## src/rtl/seq_pkg.sv

```systemverilog
// ---------------------------------------------------------------------------
// seq_pkg
// Shared definitions for the 1011 sequence detector:
//   PATTERN      - the serial pattern being tracked, first bit sent is MSB
//   det_state_e  - detector FSM encoding (how much of 1011 has been seen)
//   trk_state_e  - lock tracker FSM encoding
// ---------------------------------------------------------------------------
package seq_pkg;

    localparam logic [3:0] PATTERN = 4'b1011;

    typedef enum logic [1:0] {
        DET_IDLE   = 2'd0,
        DET_GOT1   = 2'd1,
        DET_GOT10  = 2'd2,
        DET_GOT101 = 2'd3
    } det_state_e;

    typedef enum logic [1:0] {
        TRK_HUNT    = 2'd0,
        TRK_CONFIRM = 2'd1,
        TRK_LOCKED  = 2'd2
    } trk_state_e;

endpackage

```

## src/rtl/sequence_1011_detector_if.sv

```systemverilog
// ---------------------------------------------------------------------------
// sequence_1011_detector_if
// Signal bundle between a serial bit source and the 1011 detector.
//
// Handshake: valid-only, there is no ready. A bit is taken on every rising
// edge where data_valid=1 and clear=0; the receiver can always accept. clear
// has priority over data_valid, and the data bit of a clearing cycle is lost.
//
// Signals:
//   data_in, data_valid, clear          - source -> detector
//   match, in_sync                      - detector status
//   match_count, error_count            - saturating event counters
//   det_state, trk_state                - FSM state for observation
// Modports: master (bit source / monitor), slave (detector).
// ---------------------------------------------------------------------------
interface sequence_1011_detector_if #(
    parameter int CNT_W = 8
);
    import seq_pkg::*;

    logic             data_in;
    logic             data_valid;
    logic             clear;
    logic             match;
    logic             in_sync;
    logic [CNT_W-1:0] match_count;
    logic [CNT_W-1:0] error_count;
    det_state_e       det_state;
    trk_state_e       trk_state;

    modport master (
        output data_in, data_valid, clear,
        input  match, in_sync, match_count, error_count, det_state, trk_state
    );

    modport slave (
        input  data_in, data_valid, clear,
        output match, in_sync, match_count, error_count, det_state, trk_state
    );

endinterface

```

## src/rtl/sat_counter.sv

```systemverilog
// ---------------------------------------------------------------------------
// sat_counter
// Event counter that sticks at all-ones instead of wrapping.
// Ports:
//   clk, reset_n - clock, asynchronous active-low reset
//   inc          - count one event this cycle
//   clr          - synchronous clear to zero (wins over inc)
//   count        - current count
// ---------------------------------------------------------------------------
module sat_counter #(
    parameter int WIDTH = 8
) (
    input  logic             clk,
    input  logic             reset_n,
    input  logic             inc,
    input  logic             clr,
    output logic [WIDTH-1:0] count
);

    localparam logic [WIDTH-1:0] MAX = '1;

    always_ff @(posedge clk or negedge reset_n) begin
        if (!reset_n) begin
            count <= '0;
        end else if (clr) begin
            count <= '0;
        end else if (inc && (count != MAX)) begin
            count <= count + WIDTH'(1);
        end
    end

endmodule

```

## src/rtl/sequence_1011_detector.sv

```systemverilog
// ---------------------------------------------------------------------------
// sequence_1011_detector
// Receive-side checker for a serial 1011 stream. Flags every (overlapping)
// occurrence of 1011 and tracks whether matches arrive exactly every four
// accepted bits, counting matches and loss-of-lock events.
// Ports:
//   clk      - rising-edge clock
//   reset_n  - asynchronous active-low reset; all outputs 0 while low
//   bus      - slave side of sequence_1011_detector_if (data in, status out)
// ---------------------------------------------------------------------------
module sequence_1011_detector
    import seq_pkg::*;
#(
    parameter int CNT_W = 8
) (
    input  logic                          clk,
    input  logic                          reset_n,
    sequence_1011_detector_if.slave       bus
);

    det_state_e       det_state, det_next;
    trk_state_e       trk_state, trk_next;
    logic [1:0]       phase, phase_next;
    logic             match_q;
    logic             accept;
    logic             match_now;
    logic             fourth;
    logic             err_inc;
    logic [CNT_W-1:0] match_count;
    logic [CNT_W-1:0] error_count;

    assign accept    = bus.data_valid && !bus.clear;
    // Only GOT101 followed by the last pattern bit completes a match.
    assign match_now = accept && (det_state == DET_GOT101) && (bus.data_in == PATTERN[0]);
    // phase counts accepted bits since the last match; 3 means this bit is the 4th.
    assign fourth    = (phase == 2'd3);

    always_ff @(posedge clk or negedge reset_n) begin
        if (!reset_n) begin
            det_state <= DET_IDLE;
            trk_state <= TRK_HUNT;
            phase     <= 2'd0;
            match_q   <= 1'b0;
        end else begin
            det_state <= det_next;
            trk_state <= trk_next;
            phase     <= phase_next;
            match_q   <= match_now;
        end
    end

    // Detector: longest suffix of the accepted stream that is a prefix of 1011.
    always_comb begin
        det_next = det_state;
        if (bus.clear) begin
            det_next = DET_IDLE;
        end else if (accept) begin
            case (det_state)
                DET_IDLE:   det_next = bus.data_in ? DET_GOT1   : DET_IDLE;
                DET_GOT1:   det_next = bus.data_in ? DET_GOT1   : DET_GOT10;
                DET_GOT10:  det_next = bus.data_in ? DET_GOT101 : DET_IDLE;
                // After a match the trailing 1 starts the next candidate.
                DET_GOT101: det_next = bus.data_in ? DET_GOT1   : DET_GOT10;
                default:    det_next = DET_IDLE;
            endcase
        end
    end

    // Tracker: locks after two matches exactly four bits apart.
    always_comb begin
        trk_next   = trk_state;
        phase_next = phase;
        err_inc    = 1'b0;
        if (bus.clear) begin
            trk_next   = TRK_HUNT;
            phase_next = 2'd0;
        end else if (accept) begin
            phase_next = phase + 2'd1;
            case (trk_state)
                TRK_HUNT: begin
                    if (match_now) begin
                        trk_next   = TRK_CONFIRM;
                        phase_next = 2'd0;
                    end
                end
                TRK_CONFIRM: begin
                    if (match_now) begin
                        trk_next   = fourth ? TRK_LOCKED : TRK_CONFIRM;
                        phase_next = 2'd0;
                    end else if (fourth) begin
                        trk_next = TRK_HUNT;
                    end
                end
                TRK_LOCKED: begin
                    if (match_now) begin
                        phase_next = 2'd0;
                        if (!fourth) begin
                            trk_next = TRK_CONFIRM;
                            err_inc  = 1'b1;
                        end
                    end else if (fourth) begin
                        trk_next = TRK_HUNT;
                        err_inc  = 1'b1;
                    end
                end
                default: begin
                    trk_next   = TRK_HUNT;
                    phase_next = 2'd0;
                end
            endcase
        end
    end

    sat_counter #(.WIDTH(CNT_W)) u_match_cnt (
        .clk     (clk),
        .reset_n (reset_n),
        .inc     (match_now),
        .clr     (bus.clear),
        .count   (match_count)
    );

    sat_counter #(.WIDTH(CNT_W)) u_error_cnt (
        .clk     (clk),
        .reset_n (reset_n),
        .inc     (err_inc),
        .clr     (bus.clear),
        .count   (error_count)
    );

    assign bus.match       = match_q;
    assign bus.in_sync     = (trk_state == TRK_LOCKED);
    assign bus.match_count = match_count;
    assign bus.error_count = error_count;
    assign bus.det_state   = det_state;
    assign bus.trk_state   = trk_state;

endmodule

```

## src/flat_wrapper.sv

```systemverilog
// flat-port wrapper written by rule: the top's interface ports become plain ports
module sequence_1011_detector_flat import seq_pkg::*;
#(
    parameter int CNT_W = 8
)
  (clk, reset_n, bus_data_in, bus_data_valid, bus_clear, bus_match, bus_in_sync, bus_match_count, bus_error_count, bus_det_state, bus_trk_state);
  sequence_1011_detector_if #(.CNT_W(CNT_W)) bus_i ();
  input  logic clk;
  input  logic reset_n;
  input wire logic [$bits(bus_i.data_in)-1:0] bus_data_in;
  input wire logic [$bits(bus_i.data_valid)-1:0] bus_data_valid;
  input wire logic [$bits(bus_i.clear)-1:0] bus_clear;
  output wire logic [$bits(bus_i.match)-1:0] bus_match;
  output wire logic [$bits(bus_i.in_sync)-1:0] bus_in_sync;
  output wire logic [$bits(bus_i.match_count)-1:0] bus_match_count;
  output wire logic [$bits(bus_i.error_count)-1:0] bus_error_count;
  output wire logic [$bits(bus_i.det_state)-1:0] bus_det_state;
  output wire logic [$bits(bus_i.trk_state)-1:0] bus_trk_state;
  assign bus_i.data_in = bus_data_in;
  assign bus_i.data_valid = bus_data_valid;
  assign bus_i.clear = bus_clear;
  assign bus_match = bus_i.match;
  assign bus_in_sync = bus_i.in_sync;
  assign bus_match_count = bus_i.match_count;
  assign bus_error_count = bus_i.error_count;
  assign bus_det_state = bus_i.det_state;
  assign bus_trk_state = bus_i.trk_state;
  sequence_1011_detector #(.CNT_W(CNT_W)) u_core (.clk(clk), .reset_n(reset_n), .bus(bus_i));
endmodule
```

## config.mk

```make
export PLATFORM = sky130hd
export DESIGN_NAME = sequence_1011_detector_flat
export DESIGN_NICKNAME = d
export VERILOG_FILES = /design/src/rtl/seq_pkg.sv /design/src/rtl/sequence_1011_detector_if.sv /design/src/rtl/sat_counter.sv /design/src/rtl/sequence_1011_detector.sv /design/src/flat_wrapper.sv
export SDC_FILE = /design/constraint.sdc
export NUM_CORES = 1
export LEC_CHECK = 0
export BUFFER_PORTS_ARGS = -buffer_cell sky130_fd_sc_hd__buf_2
export CAP_MARGIN = 20
export CORE_UTILIZATION = 48
export DETAILED_ROUTE_END_ITERATION = 10
export GPL_TIMING_DRIVEN = 1
export PLACE_DENSITY_LB_ADDON = 0.08
export SYNTH_ARGS = -nofsm -noshare
export SYNTH_HDL_FRONTEND = slang
export SYNTH_HIERARCHICAL = 1
export SYNTH_SLANG_ARGS = --single-unit
```

## constraint.sdc

```tcl
create_clock -name clk -period 1.9 [get_ports clk]
set_input_delay 0.19 -clock clk [delete_from_list [all_inputs] [get_ports clk]]
set_output_delay 0.19 -clock clk [all_outputs]
set_load 0.1 [all_outputs]
```

After elaboration in Yosys (flattened, before gate mapping)
Cells that the tools add are included.
- register bits: 23
- bits of input ports: 5
- reduce and logical (&&, ||, !) cells: 14
- add/subtract/negate cells: 3
- multiplexer cells: 29
- eq/ne operators: 10
- operators by type and width (cell ; count):
    $mux 2 ; 16
    $mux 8 ; 4
    $add 8x1->8 const B ; 2
    $ne 8x8->1 const B ; 2
    $pmux 2 s3 ; 2
    $eq 2x2->1 const B ; 4
    $mux 1 ; 7
    $reduce_bool 2->1 ; 3
    $logic_and 1x1->1 ; 5
    $eq 2x1->1 const B ; 2
    $logic_not 2->1 ; 2
    $ne 4x4->1 const B ; 1
    $ne 3x2->1 const B ; 1
    $reduce_and 3->1 ; 1
    $reduce_or 3->1 ; 1
    $add 2x1->2 const B ; 1
    $reduce_or 2->1 ; 1
    $logic_not 1->1 ; 1

Logic depth before layout (Yosys ltp)
- word-level depth: 11
- gate-level depth with buffers: 9

Hierarchy
The synthesis kept the hierarchy.
- modules (own cells, without submodules) (module ; area an instance (sq um) ; instances ; cells an instance):
    sat_counter ; 464.2 ; 2 ; 49
    sequence_1011_detector ; 387.9 ; 1 ; 41

Worst setup path before layout
OpenSTA, ideal clock, no wires.
- kind: register -> register
- from: reg u_core.trk_state[1] (netlist: u_core/bus.trk_state[1])
- to: reg u_core.u_error_cnt.count[7]
- library setup time: 0.094 ns
- arrival time: 3.596 ns
- cell stages (with the launch flop): 7
- setup slack: -1.790 ns
- data required time: 1.806 ns
- path through: dfrtp_1 -> nor2b_1 -> and4b_1 -> buf_2 -> nand3_1 -> or3_1 -> a211oi_1
- word-level cells in the longest chain between the ends: 6
- ends and longest elaborated chain (element ; line ; RTL):
    start: declaration ; sequence_1011_detector.sv:22 ; trk_state_e trk_state, trk_next;
    start signal: assignment ; sequence_1011_detector.sv:46 ; trk_state <= trk_next;
    $eq 2x2->1 ; n/a ;
    net bus_in_sync ; flat_wrapper.sv:14 ; output wire logic [$bits(bus_i.in_sync)-1:0] bus_in_sync;
    $mux 1 ; sequence_1011_detector.sv:79 ; case (trk_state)
    $mux 1 ; sequence_1011_detector.sv:77 ; end else if (accept) begin
    $mux 1 ; sequence_1011_detector.sv:74 ; if (bus.clear) begin
    net u_core.err_inc ; sequence_1011_detector.sv:28 ; logic err_inc;
    $logic_and 1x1->1 ; sat_counter.sv:27 ; end else if (inc && (count != MAX)) begin
    $reduce_bool 2->1 (no line) ; n/a ;
    end signal: assignment ; sat_counter.sv:28 ; count <= count + WIDTH'(1);
    end: declaration ; sat_counter.sv:17 ; output logic [WIDTH-1:0] count
The timed path passes the listed nets, and every way through them passes these cells.
A chain may end at the register's enable or synchronous reset.

Worst setup path after layout
- from: reg u_core.det_state[1] (netlist: u_core/bus.det_state[1])
- to: reg u_core.u_error_cnt.count[3]
- word-level cells in the longest chain between the ends: 9
- ends and longest elaborated chain (element ; line ; RTL):
    start: declaration ; sequence_1011_detector.sv:21 ; det_state_e det_state, det_next;
    start signal: assignment ; sequence_1011_detector.sv:45 ; det_state <= det_next;
    $eq 2x2->1 ; sequence_1011_detector.sv:34 ; assign match_now = accept && (det_state == DET_GOT101) && (bus.data_in == PATTERN[0]);
    $logic_and 1x1->1 (2 in series) ; sequence_1011_detector.sv:34 ;
    net u_core.match_now ; sequence_1011_detector.sv:26 ; logic match_now;
    $mux 1 ; sequence_1011_detector.sv:95 ; if (match_now) begin
    $mux 1 ; sequence_1011_detector.sv:79 ;
    $mux 1 ; sequence_1011_detector.sv:77 ;
    $mux 1 ; sequence_1011_detector.sv:74 ;
    net u_core.err_inc ; sequence_1011_detector.sv:28 ;
    $logic_and 1x1->1 ; sat_counter.sv:27 ;
    $reduce_bool 2->1 (no line) ; n/a ;
The timed path passes the listed nets, and every way through them passes these cells.

==> impl_results.md <==
* Comb power frac at 9.5%
* FF/Latch Area at approximately 590 um2
* WHS Path Cells at 3
* Port Buf Inserts at 26
* Mapped Area at about 0.0013 mm2
* Sequential cell area fraction in the yosys report at 43.7%
* R2R Path Start: u_core/bus.det_state[1]
* Relative slew slack at about two thirds
* Most frequent cells in the layout: 26 x buf_2, 14 x buf_4, 14 x dfrtp_1
* Final setup violation count at 0
* DP Worst Slack at -65.6 ps
* Crit-path slowest cell: dfrtp_4
* Max incr delay on CP at 510 ps
* Worst Path Max Fanout at 4
* Rows at 18
* Antenna Nets Post-Route at 0
* Overflow after GRT at 0
* CTS Buf Count at 3
* Switching share of total power at between 20 and 30%
* Initial antenna violation count at 0
* Worst slew pin tran at ~520 ps
* Unique masters post-synth at 36
* Register-to-register setup slack at between 2 and 3 ps
* Crit path time final at ~1900 ps
* Fin Setup TNS at 0 ps
* Root buffer cell: clkbuf_4
* First-pass GRT wire length at between 4 and 5 mm
* Starting density of the core at about 52%
* Power Dens Cells at approximately 460 mW/mm2
* Crit end category: flip-flop
* Share of layout cells above drive strength 1 at about two fifths
* Mapped Cells at 139
* Critical Path AT at about 2100 ps
* Clk slew on worst S/H paths at between 100 and 150 ps
* Most common cell after layout, fill and taps aside: buf_2
* Placed cell count at 201
* Kind of cell adding the most delay to the critical path: flip-flops
* Ordered cell list for the critical path: nand3_4 -> nor2_4 -> ha_4 -> and4b_1 -> buf_6 -> nand4_1 -> a21oi_2 -> mux2_4
* Pre-antenna DRT Iters at 4
* Crit path buf inv count at 1
* Worst Skew at ~6.4 ps
* Antenna Cells at 0
* Ys Warns at 6
* Area Overhead vs Synth at 31.4%
* #FFs+latches synth at 23
* Syn Nets at approximately 150
* Reg2Reg Depth at 8
* Die X at approximately 54 um
* Clk_lat worst skew at between 300 and 400 ps
* Avg Inst Size Synth at around 9.5 um2
* GP Congestion at slightly below 0.8
* Ports at 27
* Worst hold path type: in -> reg
* GRT Overall Usage at between 20% and 30%
* Peak supply drop at 0.426 mV
* Status: finished, final reports clean
* Placed wire-length estimate at 2.07 mm
* Drt total wl at slightly above 3 mm
* Vias at 1222
* Power Internal at around 600 uW
* Area of the multi-input gates at roughly 790 um2
* Die height at about 54 um
* Seq pwr share at 62.2%
* F_max at 0.527 GHz
* Critical path class: reg -> reg
* Max cap viols at 0
* Clock power frac at ~28%
* WL per Instance at around 15 um
* Slew Viols, Final at 0
* Max Root-Sink Buffers at 2
* CTS H-tree depth at 1
* TritonCTS Sinks at 23
* Worst setup SP type: flip-flop
* DRC at 0
* Largest net degree at the start of global routing at 30
* P_leak at 0.000781 uW
* Vias in the first global route at between 1000 and 1500
* RSZ-0062 raised after global routing: true
* RR Endpoint: u_core/u_error_cnt/count[3]
* Switching Power at ~200 uW
* Fillers at 200
* Core Region at between 0.002 and 0.003 mm2
* Initial DRC Count at 19
* Final Power at approximately 800 uW
* Hold endpoint: u_core/bus.det_state[0]
* Core Util, Final at approximately 68%
* TritonCTS clock tree: done
* Period utilization at 99.9%
* Worst EP required at between 2000 and 2500 ps
* Layout net count at 190
* Hold Startpoint: bus_data_in
* Final worst-path setup slack at 2.66 ps
* Die area at just under 0.003 mm2
* Final hold violations at 0
* Fin cells at between 200 and 250
* Via/cell ratio at 5.82
worst register-to-register path, delay by kind of cell (launching register included):
kind	cells	cell delay (ps)
simple gates	4	460
fa+ha+maj	1	260
mux	1	310
buf+inv	1	120
flops	1	510
compound gates	1	150
through the flow:
step | area [um2] | hold WS, ps
floorplan | 1380 | -106
CTS | 1680 | 216
detailed placement | 1600 | 193
finish | 1730 | 225
global placement | 1600 | 191
global route | 1730 | 237
metal layers:
metal  GRT usage (%)  vias up  part of all wire (%)  wire [um]
met5               0        -                     0          0
met4            6.84        0                  0.33         10
met3            2.50        2                   2.9         89
met2            38.0       22                    50       1530
met1            29.5      601                    46       1410
li1                -      597                     -          -
flip-flops by register name, indices dropped and copies added, names as in the netlist:
register / cells
u_core/bus.match: 1
u_core/phase: 2
u_core/bus.trk_state: 2
u_core/u_match_cnt/count: 8
u_core/u_error_cnt/count: 8
u_core/bus.det_state: 2
synthesized netlist by cell type:
cell type / count / area, um2
buf_2: 2 / 10.0
nand4_1: 2 / 12.5
nor2b_1: 9 / 56.3
mux2i_1: 3 / 30.0
dfrtp_1: 23 / 576
and3b_1: 1 / 8.76
a21boi_1: 2 / 15.0
or4_1: 2 / 15.0
a2111oi_0: 2 / 17.5
o21ai_0: 4 / 20.0
a211oi_1: 2 / 15.0
or3_1: 2 / 12.5
nor2_1: 7 / 26.3
nor3_1: 8 / 40.0
nand2b_1: 7 / 43.8
and3_1: 2 / 12.5
and4b_1: 1 / 10.0
inv_1: 5 / 18.8
mux2_2: 4 / 45.0
a31oi_1: 2 / 12.5
nand3b_1: 2 / 15.0
and4_2: 2 / 20.0
clkbuf_1: 2 / 7.51
nand3_2: 2 / 20.0
and4_1: 2 / 17.5
nand3_1: 7 / 35.0
o21ai_1: 1 / 5.00
o211ai_1: 1 / 7.51
a32oi_1: 1 / 8.76
nor4_1: 2 / 12.5
a21oi_1: 10 / 50.1
nor3b_1: 2 / 15.0
buf_4: 1 / 7.51
ha_1: 4 / 50.1
nand2_1: 8 / 30.0
a41oi_1: 2 / 17.5
power groups by stage:
stage | registers, uW | logic [uW] | clock network (uW)
3_3_place_gp | 507 | 68.4 | 0
4_1_cts | 499 | 72.6 | 240
5_1_grt | 499 | 83.2 | 249
3_5_place_dp | 508 | 70.2 | 0
6_report | 499 | 75.9 | 228
2_1_floorplan | 522 | 23.8 | 0
cell type report:
cell class	count	area share [%]
repair buffers	42	14.8
multi-input cells	106	45.9
clock buffers	3	1.30
well taps	30	2.17
flip-flops and latches	23	34.4
inverters	5	1.09
clock inverters	1	0.289
cell families after synthesis:
family                   count (synthesis)  synth area share (%)
buffers and inverters                   10                  3.33
AO/OA/AOI/OAI                           27                  12.8
adder cells (fa/ha/maj)                  4                  3.80
multiplexers                             7                  5.70
AND/OR/NAND/NOR                         68                  30.6
flip-flops                              23                  43.7
worst max path at each step:
stage                     slack, ps                     from                          end  cells after the start
after floorplan                -460  u_core/bus.trk_state[1]  u_core/u_error_cnt/count[3]                      6
after global placement          -20  u_core/bus.det_state[1]  u_core/u_error_cnt/count[7]                      8
after detailed placement        -70  u_core/bus.det_state[1]  u_core/u_error_cnt/count[7]                      8
after CTS                         8  u_core/bus.det_state[0]  u_core/u_error_cnt/count[3]                      8
after global routing            -90  u_core/bus.det_state[1]  u_core/u_error_cnt/count[3]                      8
final                             3  u_core/bus.det_state[1]  u_core/u_error_cnt/count[3]                      8
repair_timing:
action | in CTS | in global routing
resized for setup | 5 | 7
hold endpoints to repair | 23 | 0
endpoints found under the setup margin | 4 | 6
buffers inserted | 3 | 1
hold buffers | 1 | 0
pin swaps | 3 | 3
Power figures use the tool's default switching activity.
